### config.mk
export PLATFORM = sky130hd
export DESIGN_NAME = cpu_clock_step_ctrl
export DESIGN_NICKNAME = d
export VERILOG_FILES = /design/src/rtl/cpu_clock_step_ctrl.sv
export SDC_FILE = /design/constraint.sdc
export NUM_CORES = 1
export LEC_CHECK = 0
export ABC_AREA = 1
export BUFFER_PORTS_ARGS = -buffer_cell sky130_fd_sc_hd__buf_4
export CELL_PAD_IN_SITES_DETAIL_PLACEMENT = 1
export CELL_PAD_IN_SITES_GLOBAL_PLACEMENT = 2
export CORE_MARGIN = 5
export CORE_UTILIZATION = 40
export DETAILED_ROUTE_END_ITERATION = 8
export HOLD_SLACK_MARGIN = 0.05
export PLACE_DENSITY_LB_ADDON = 0.1
export SLEW_MARGIN = 15
export SYNTH_ARGS = -nofsm -noshare
export SYNTH_HDL_FRONTEND = slang
export SYNTH_SLANG_ARGS = --single-unit
### constraint.sdc
create_clock -name clk -period 8.7 [get_ports clk]
set_clock_uncertainty 0.15 [all_clocks]
set_input_delay 0.435 -clock clk [delete_from_list [all_inputs] [get_ports clk]]
set_output_delay 0.435 -clock clk [all_outputs]
set_load 0.03 [all_outputs]
### src/rtl/cpu_clock_step_ctrl.sv
// cpu_clock_step_ctrl
//   Clock-step and reset front end for the turtle CPU. Raw board inputs are
//   synchronized and debounced. The block then issues a single-cycle step
//   strobe, either at a divided rate (auto mode) or once per button press
//   (manual mode). It also drives a stretched, registered CPU reset.
//
// Parameters
//   DEBOUNCE_CYCLES      consecutive stable cycles before a conditioned input changes
//   AUTO_DIV             clocks per step in auto mode
//   RESET_STRETCH_CYCLES cpu_reset_n low time after reset is released
//
// Ports
//   clk            in   board clock
//   reset_n        in   asynchronous active-low reset
//   reset_btn      in   raw reset button, active-high
//   manual_clk_sw  in   raw mode switch (0 = auto, 1 = manual)
//   pulse_clk_btn  in   raw step button, active-high
//   cpu_clk_en     out  single-cycle step strobe
//   cpu_reset_n    out  registered active-low CPU reset
//   manual_mode    out  debounced mode indication
//   step_count     out  step strobes since the last CPU reset (wraps)
module cpu_clock_step_ctrl #(
    parameter int DEBOUNCE_CYCLES      = 250000,
    parameter int AUTO_DIV             = 1000,
    parameter int RESET_STRETCH_CYCLES = 16
) (
    input  logic        clk,
    input  logic        reset_n,
    input  logic        reset_btn,
    input  logic        manual_clk_sw,
    input  logic        pulse_clk_btn,
    output logic        cpu_clk_en,
    output logic        cpu_reset_n,
    output logic        manual_mode,
    output logic [15:0] step_count
);

    localparam int DB_W = $clog2(DEBOUNCE_CYCLES + 1);
    localparam int PS_W = $clog2(AUTO_DIV + 1);
    localparam int ST_W = $clog2(RESET_STRETCH_CYCLES + 1);

    localparam logic [DB_W-1:0] DB_LAST = DB_W'(DEBOUNCE_CYCLES - 1);
    localparam logic [PS_W-1:0] PS_LAST = PS_W'(AUTO_DIV - 1);
    localparam logic [ST_W-1:0] ST_LOAD = ST_W'(RESET_STRETCH_CYCLES);

    typedef enum logic [1:0] {
        RESET_HOLD,
        RUN_AUTO,
        RUN_MANUAL
    } state_t;

    // Bit 0: reset button, bit 1: mode switch, bit 2: step button.
    logic [2:0] raw_in;
    logic [2:0] db_value;

    assign raw_in = {pulse_clk_btn, manual_clk_sw, reset_btn};

    // Per-input 2-FF synchronizer followed by a counting debouncer. The
    // stable value flips on the DEBOUNCE_CYCLES-th consecutive mismatching
    // cycle. Any agreeing cycle restarts the count.
    generate
        for (genvar gi = 0; gi < 3; gi++) begin : g_cond
            logic            sync1_reg;
            logic            sync2_reg;
            logic            stable_reg;
            logic [DB_W-1:0] cnt_reg;

            always_ff @(posedge clk or negedge reset_n) begin
                if (!reset_n) begin
                    sync1_reg  <= 1'b0;
                    sync2_reg  <= 1'b0;
                    stable_reg <= 1'b0;
                    cnt_reg    <= '0;
                end else begin
                    sync1_reg <= raw_in[gi];
                    sync2_reg <= sync1_reg;
                    if (sync2_reg == stable_reg) begin
                        cnt_reg <= '0;
                    end else if (cnt_reg == DB_LAST) begin
                        stable_reg <= sync2_reg;
                        cnt_reg    <= '0;
                    end else begin
                        cnt_reg <= cnt_reg + DB_W'(1);
                    end
                end
            end

            assign db_value[gi] = stable_reg;
        end
    endgenerate

    logic db_reset;
    logic db_mode;
    logic db_pulse;

    assign db_reset = db_value[0];
    assign db_mode  = db_value[1];
    assign db_pulse = db_value[2];

    // Registered rising-edge detect on the debounced step button.
    logic pulse_prev_reg;
    logic step_req_reg;

    always_ff @(posedge clk or negedge reset_n) begin
        if (!reset_n) begin
            pulse_prev_reg <= 1'b0;
            step_req_reg   <= 1'b0;
        end else begin
            pulse_prev_reg <= db_pulse;
            step_req_reg   <= db_pulse & ~pulse_prev_reg;
        end
    end

    state_t          state_reg,   state_next;
    logic [PS_W-1:0] presc_reg,   presc_next;
    logic [ST_W-1:0] stretch_reg, stretch_next;
    logic            clk_en_next;
    logic            cpu_clk_en_reg;
    logic            cpu_reset_n_reg;
    logic [15:0]     step_count_reg;

    always_comb begin
        state_next   = state_reg;
        presc_next   = presc_reg;
        stretch_next = stretch_reg;
        clk_en_next  = 1'b0;

        // The stretch counter is reloaded for as long as the button is held,
        // so the low time is measured from the debounced release.
        if (db_reset) begin
            stretch_next = ST_LOAD;
        end

        case (state_reg)
            RESET_HOLD: begin
                presc_next = '0;
                if (!db_reset) begin
                    if (stretch_reg != '0) begin
                        stretch_next = stretch_reg - ST_W'(1);
                    end
                    if (stretch_next == '0) begin
                        state_next = db_mode ? RUN_MANUAL : RUN_AUTO;
                    end
                end
            end
            RUN_AUTO: begin
                if (db_reset) begin
                    state_next = RESET_HOLD;
                    presc_next = '0;
                end else if (db_mode) begin
                    state_next = RUN_MANUAL;
                    presc_next = '0;
                end else if (presc_reg == PS_LAST) begin
                    presc_next  = '0;
                    clk_en_next = 1'b1;
                end else begin
                    presc_next = presc_reg + PS_W'(1);
                end
            end
            RUN_MANUAL: begin
                presc_next = '0;
                if (db_reset) begin
                    state_next = RESET_HOLD;
                end else if (!db_mode) begin
                    state_next = RUN_AUTO;
                end else begin
                    clk_en_next = step_req_reg;
                end
            end
            default: begin
                state_next = RESET_HOLD;
            end
        endcase
    end

    always_ff @(posedge clk or negedge reset_n) begin
        if (!reset_n) begin
            state_reg       <= RESET_HOLD;
            presc_reg       <= '0;
            stretch_reg     <= ST_LOAD;
            cpu_clk_en_reg  <= 1'b0;
            cpu_reset_n_reg <= 1'b0;
            step_count_reg  <= '0;
        end else begin
            state_reg       <= state_next;
            presc_reg       <= presc_next;
            stretch_reg     <= stretch_next;
            cpu_clk_en_reg  <= clk_en_next;
            cpu_reset_n_reg <= (state_next != RESET_HOLD);
            // The count includes the strobe issued on this same edge.
            if (state_next == RESET_HOLD) begin
                step_count_reg <= '0;
            end else begin
                step_count_reg <= step_count_reg + {15'd0, clk_en_next};
            end
        end
    end

    assign cpu_clk_en  = cpu_clk_en_reg;
    assign cpu_reset_n = cpu_reset_n_reg;
    assign manual_mode = db_mode;
    assign step_count  = step_count_reg;

endmodule

==> results of run 1 <==
worst paths after layout:
path / end / depth (start not counted) / slack (ps) / from
min in group asynchronous: g_cond[1].cnt_reg[10] / 2 / 410 / reset_n
max in group asynchronous: g_cond[2].cnt_reg[3] / 3 / 6740 / reset_n
max: step_count[13] / 15 / 5460 / presc_reg[0]
min reg2reg: g_cond[2].sync2_reg / 0 / 200 / g_cond[2].sync1_reg
min: g_cond[2].sync2_reg / 0 / 200 / g_cond[2].sync1_reg
max reg2reg: step_count[13] / 15 / 5460 / presc_reg[0]
per-stage QoR:
| step | total power [mW] | setup WS [ps] |
|---|---|---|
| finish | 0.898 | 5460 |
| global route | 0.938 | 5050 |
| CTS | 0.917 | 5410 |
| detailed placement | 0.507 | 5500 |
| global placement | 0.506 | 5640 |
| floorplan | 0.491 | 5830 |
cells by family (layout without fill, tap and decap cells):
family                   Yosys count  after routing  share of synthesized area
AND/OR/NAND/NOR                  268            268                      0.259
flip-flops                       100            100                      0.499
buffers and inverters             67            108                     0.0533
AO/OA/AOI/OAI                     59             59                     0.0740
XOR/XNOR                          45             45                     0.0785
adder cells (fa/ha/maj)           12             12                     0.0299
multiplexers                       3              3                    0.00648
cells in the mapped netlist, types with 3 or more instances:
| master | instances | area share |
|---|---|---|
| dfrtp_1 | 99 | 0.49 |
| nor2_1 | 90 | 0.067 |
| nand2_1 | 75 | 0.056 |
| inv_1 | 61 | 0.046 |
| xor2_1 | 32 | 0.056 |
| nand3_1 | 29 | 0.029 |
| a21oi_1 | 20 | 0.020 |
| nand4_1 | 19 | 0.024 |
| o21ai_0 | 17 | 0.017 |
| xnor2_1 | 13 | 0.023 |
| ha_1 | 12 | 0.030 |
| nor3_1 | 12 | 0.012 |
| nor3b_1 | 9 | 0.013 |
| a21oi_2 | 8 | 0.014 |
| nand3_2 | 7 | 0.014 |
| nand2_2 | 5 | 0.0062 |
| nor2_2 | 5 | 0.0062 |
| nand3b_1 | 4 | 0.0060 |
| nor4_1 | 3 | 0.0037 |
| o21bai_1 | 3 | 0.0045 |
critical path, delay by kind of cell (launching register included):
family	cells	cell delay (ps)
and+or+nand+nor	9	1750
adders and majority gates	2	400
DFF	1	390
AOI/OAI and AO/OA	2	190
xor gates and xnor gates	1	180
buffers and inverters	1	50
final cells by class:
cell class / count / area [sq um] / share of cell area
repair buffers: 29 / 228 / 0.0397
well taps: 172 / 215 / 0.0376
multi-input cells: 387 / 2250 / 0.393
flip-flops and latches: 100 / 2500 / 0.437
clock buffers: 12 / 246 / 0.0430
inverters: 63 / 236 / 0.0413
clock inverters: 4 / 48.8 / 0.00852
power groups by stage:
stage          Combinational (mW)  Clock (mW)  Sequential (mW)
5_1_grt                    0.0297       0.436            0.473
3_5_place_dp               0.0252           0            0.482
2_1_floorplan             0.00981           0            0.481
6_report                   0.0251       0.400            0.473
4_1_cts                    0.0267       0.418            0.473
3_3_place_gp               0.0245           0            0.481
layer usage:
metal	up-vias	wire length, um	GRT usage
met4	0	141	0.0483
met5	-	0	0
li1	1879	-	-
met2	22	5540	0.282
met1	1855	4810	0.190
met3	13	236	0.0353
cell usage in the layout (no fill, tap or decap), types with 7 or more instances in the layout:
| master | n |
|---|---|
| a21oi_1 | 20 |
| a21oi_2 | 8 |
| buf_4 | 25 |
| clkbuf_16 | 9 |
| dfrtp_1 | 99 |
| ha_1 | 12 |
| inv_1 | 61 |
| nand2_1 | 75 |
| nand3_1 | 29 |
| nand3_2 | 7 |
| nand4_1 | 19 |
| nor2_1 | 90 |
| nor3_1 | 12 |
| nor3b_1 | 9 |
| o21ai_0 | 17 |
| xnor2_1 | 13 |
| xor2_1 | 32 |
==> results.sh, run 1 <==
export IMPL_grt_max_degree=71
export IMPL_overflow=0
export IMPL_leakage_nw=2.60
export IMPL_path_class="reg -> reg"
export IMPL_track_usage=0.158
export IMPL_ctsLongestPathBuffers=2
export IMPL_synth_seq_area_share=0.499
export IMPL_dieArea_sq_um=14900
export IMPL_power_switching_mw=0.190
export IMPL_synth_nets=571
export IMPL_maxCapViolations=0
export IMPL_critPathSlowestCell="or3b_2"
export IMPL_required_ps=8770
export IMPL_drtIter0Drc=102
export IMPL_power_internal_mw=0.708
export IMPL_finalHoldViolations=0
export IMPL_numCtsBuffers=9
export IMPL_grt_antenna_before_repair=0
export IMPL_cts_tree="built"
export IMPL_placedInstanceArea_sq_um=5390
export IMPL_post_cts_setup_buffers=0
export IMPL_slew_viol_final=0
export IMPL_wirelength_um=10700
export IMPL_ir_drop_mv=0.0958
export IMPL_synth_area_sq_um=5020
export IMPL_die_h_um=122
export IMPL_finalSetupViolCount=0
export IMPL_die_w_um=122
export IMPL_async_flop_share=1.00
export IMPL_io_pins=24
export IMPL_setup_tns_ps=0
export IMPL_clock_sinks=100
export IMPL_fin_cells=767
export IMPL_arrival_ps=3300
export IMPL_grt_pass1_vias=4105
export IMPL_path_cells="ha_1 -> nand2_1 -> nor2_1 -> or3b_2 -> o21ai_0 -> and3_1 -> ha_1 -> inv_1 -> nor2_1 -> nand3_1 -> nand3b_1 -> nor2_1 -> nand3_1 -> xor2_1 -> a21oi_2"
export IMPL_ys_flop_type="dfrtp_1"
export IMPL_worst_slew_pin_slew_ps=902
export IMPL_fin_hold_ws_ps=199
export IMPL_ys_ff_latch=100
export IMPL_clkTransAtPathRegs_ps=70
export IMPL_cts_max_level=3
export IMPL_dr_pass1_iters=4
export IMPL_p_clk_frac=0.446
export IMPL_start_util=0.403
export IMPL_cp_max_fo=3
export IMPL_power_density_nw_per_um2=157
export IMPL_placed_cells=747
export IMPL_rows=41
export IMPL_clkLatencyLatePin_ps=340
export IMPL_vias_per_cell=4.91
export IMPL_start_kind="register"
export IMPL_fill_cells=1459
export IMPL_synth_cells=554
export IMPL_syn_area_per_cell_sq_um=9.07
export IMPL_wl_per_cell_um=14.0
export IMPL_postCtsHoldBufs=4
export IMPL_switching_share=0.212
export IMPL_period_share=0.372
export IMPL_core_sq_um=12500
export IMPL_largest_register_ff_count=54
export IMPL_root_buffer="clkbuf_16"
export IMPL_antenna_cells=0
export IMPL_pwr_share_comb=0.028
export IMPL_ys_warn_count=0
export IMPL_synth_edf_count=0
export IMPL_layout_nets=607
export IMPL_seq_power_share=0.526
export IMPL_ant_nets=0
export IMPL_worstHoldPathType="reg -> reg"
export IMPL_cts_resized=0
export IMPL_rsz0062_at_grt="no"
export IMPL_worst_setup_path_end_kind="register"
export IMPL_place_gp_congestion=0.759
export IMPL_area_delta_synth_final_pct=14.1
export IMPL_drc_errors=0
export IMPL_cp_common_cell="nor2_1"
export IMPL_via_count=3769
export IMPL_timing_slew_headroom=0.399
export IMPL_fin_area_sq_um=5730
export IMPL_grt_pass1_wl_um=18900
export IMPL_drive_above_1_share=0.133
export IMPL_timing_fmax_mhz=309
export IMPL_finalCriticalPeriod_ps=3240
export IMPL_status="complete, no violations"
export IMPL_dp_hpwl_um=7780
export IMPL_cpPeakStageDelay_ps=470
export IMPL_postLayoutCoreUtil=0.460
export IMPL_synth_cell_types=42
export IMPL_portBuffers=23
No activity file was read; power rests on OpenSTA's default activity.
==> run 2: changes to the inputs <==
ABC_AREA = 0   (was 1)
clock period = 3.22 ns   (was 8.7 ns; I/O delays follow)
==> results.sh, run 2 <==
export IMPL_finalCriticalPeriod_ps=2820
export IMPL_pwr_share_comb=0.026
export IMPL_period_share=0.876
export IMPL_cts_max_level=3
export IMPL_numCtsBuffers=9
export IMPL_grt_pass1_wl_um=17100
export IMPL_synth_top_cell_by_area="dfrtp_1"
export IMPL_placed_cells=639
export IMPL_dp_hpwl_um=6640
export IMPL_worstHoldPathCells=0
export IMPL_synth_seq_area_share=0.515
export IMPL_required_ps=3280
export IMPL_die_h_um=120
export IMPL_critPathSlowestCell="dfrtp_1"
export IMPL_reg2reg_slack_ps=400
export IMPL_seq_power_share=0.539
export IMPL_ctsLongestPathBuffers=2
export IMPL_arrival_ps=2880
export IMPL_worstHoldPathType="reg -> reg"
export IMPL_io_pins=24
export IMPL_fin_cells=659
export IMPL_wirelength_um=9810
export IMPL_clkLatencyLatePin_ps=350
export IMPL_layout_nets=524
export IMPL_grt_pass1_vias=3577
export IMPL_min_from="g_cond[0].sync1_reg"
export IMPL_hold_end="g_cond[0].sync2_reg"
export IMPL_area_delta_synth_final_pct=13.1
export IMPL_ys_warn_count=0
export IMPL_drive_above_1_share=0.111
export IMPL_die_w_um=120
export IMPL_timing_fmax_mhz=355
export IMPL_synth_cell_types=49
export IMPL_path_depth=10
export IMPL_setup_tns_ps=0
export IMPL_fin_hold_ws_ps=203
export IMPL_via_count=3422
export IMPL_synth_area_sq_um=4870
export IMPL_critPathTopFamily="simple AND/OR/NAND/NOR gates"
export IMPL_path_cells="ha_1 -> nand2_1 -> nor4_2 -> a21oi_1 -> nor3b_1 -> ha_1 -> nand4_1 -> nor2_1 -> xnor2_1 -> a21oi_1"
export IMPL_rows=40
export IMPL_worst_slew_pin_slew_ps=988
export IMPL_place_gp_congestion=0.775
export IMPL_power_switching_mw=0.533
export IMPL_ir_drop_mv=0.340
export IMPL_netlist_area_leader_share=0.509
export IMPL_track_usage=0.145
export IMPL_postLayoutCoreUtil=0.460
export IMPL_path_class="reg -> reg"
export IMPL_portBuffers=23
export IMPL_async_flop_share=1.00
export IMPL_timing_slew_headroom=0.341
export IMPL_core_sq_um=12000
export IMPL_finalHoldViolations=0
export IMPL_cpPeakStageDelay_ps=390
export IMPL_p_clk_frac=0.435
export IMPL_rsz0062_at_grt="no"
export IMPL_finalSetupViolCount=0
export IMPL_cp_max_fo=5
export IMPL_cts_tree="built"
export IMPL_post_cts_setup_buffers=0
export IMPL_start_kind="register"
export IMPL_maxCapViolations=0
export IMPL_power_density_nw_per_um2=430
export IMPL_ys_ff_latch=100
export IMPL_antenna_cells=0
export IMPL_grt_antenna_before_repair=0
export IMPL_slew_viol_final=0
export IMPL_synthTopCellsByCount="dfrtp_1, nor2_1, xnor2_1"
export IMPL_drtIter0Drc=153
export IMPL_synth_nets=496
export IMPL_start_util=0.407
export IMPL_worst_setup_path_end_kind="register"
export IMPL_synth_cells=479
export IMPL_ys_flop_type="dfrtp_1"
export IMPL_leakage_nw=2.45
export IMPL_vias_per_cell=5.19
export IMPL_mostFrequentLayoutCells="dfrtp_1, nor2_1, xnor2_1"
export IMPL_finalPower_mw=2.37
export IMPL_syn_area_per_cell_sq_um=10.2
export IMPL_rr_endpoint="step_count[10]"
export IMPL_largest_register_ff_count=54
export IMPL_switching_share=0.225
export IMPL_ant_nets=0
export IMPL_overflow=0
export IMPL_power_internal_mw=1.83
export IMPL_crit_buf_inv=0
export IMPL_clkTransAtPathRegs_ps=70
export IMPL_status="complete, no violations"
export IMPL_root_buffer="clkbuf_16"
export IMPL_clock_sinks=100
export IMPL_reg2reg_depth=10
export IMPL_final_common_cell="dfrtp_1"
export IMPL_wl_per_cell_um=14.9
export IMPL_r2r_start="presc_reg[0]"
export IMPL_yosysMostFrequentCell="dfrtp_1"
export IMPL_grt_max_degree=79
export IMPL_dieArea_sq_um=14500
export IMPL_drc_errors=0
export IMPL_dr_pass1_iters=4
export IMPL_synthTopCellsByArea="dfrtp_1, xnor2_1, nor2_1"
export IMPL_synth_edf_count=0
==> run 2: cells by family after synthesis <==
kind of cell	count (synthesis)	synth area share
buffers and inverters	27	0.0249
adders and majority gates	12	0.0309
and+or+nand+nor	222	0.237
muxes	4	0.00900
DFF	100	0.515
AOI/OAI and AO/OA	44	0.0581
xor gates and xnor gates	70	0.126
==> run 2: cell type report <==
cell class              instances  area (sq um)
fillers                      1326          6460
flip-flops and latches        100          2500
multi-input cells             352          2250
clock buffers                  11           243
repair buffers                 30           235
well taps                     147           184
inverters                      14          52.6
clock inverters                 5          37.5
==> run 2: how the worst max path moves through the flow <==
stage,to,start
2_1_floorplan,step_count[11],presc_reg[0]
6_report,step_count[10],presc_reg[0]
4_1_cts,step_count[10],presc_reg[0]
3_5_place_dp,step_count[10],presc_reg[0]
3_3_place_gp,step_count[11],presc_reg[0]
5_1_grt,step_count[10],presc_reg[0]
==> run 2: what timing repair did <==
| item | CTS | global route |
|---|---|---|
| resized for setup | 0 | 1 |
| hold buffers | 4 | 0 |
| endpoints found under the hold margin | 78 | 0 |
| endpoints found under the setup margin | 0 | 7 |
==> run 2: metal layers <==
| metal | part of all wire | global-route usage |
|---|---|---|
| met4 | 0.012 | 0.0382 |
| met5 | 0 | 0 |
| met2 | 0.49 | 0.240 |
| met1 | 0.47 | 0.188 |
| met3 | 0.030 | 0.0407 |
==> run 2: through the flow <==
step                      instance area [sq um]  worst slack [ps]
final                                      5500               399
after global routing                       5500              53.7
after floorplan                            4870               686
after global placement                     5180               350
after detailed placement                   5180               203
after CTS                                  5500               196
==> run 2: power groups by stage <==
stage	Clock, mW	Sequential [mW]	Combinational (mW)
finish	1.03	1.28	0.0610
global route	1.12	1.28	0.0731
CTS	1.08	1.28	0.0656
floorplan	0	1.30	0.0239
detailed placement	0	1.30	0.0612
global placement	0	1.30	0.0598
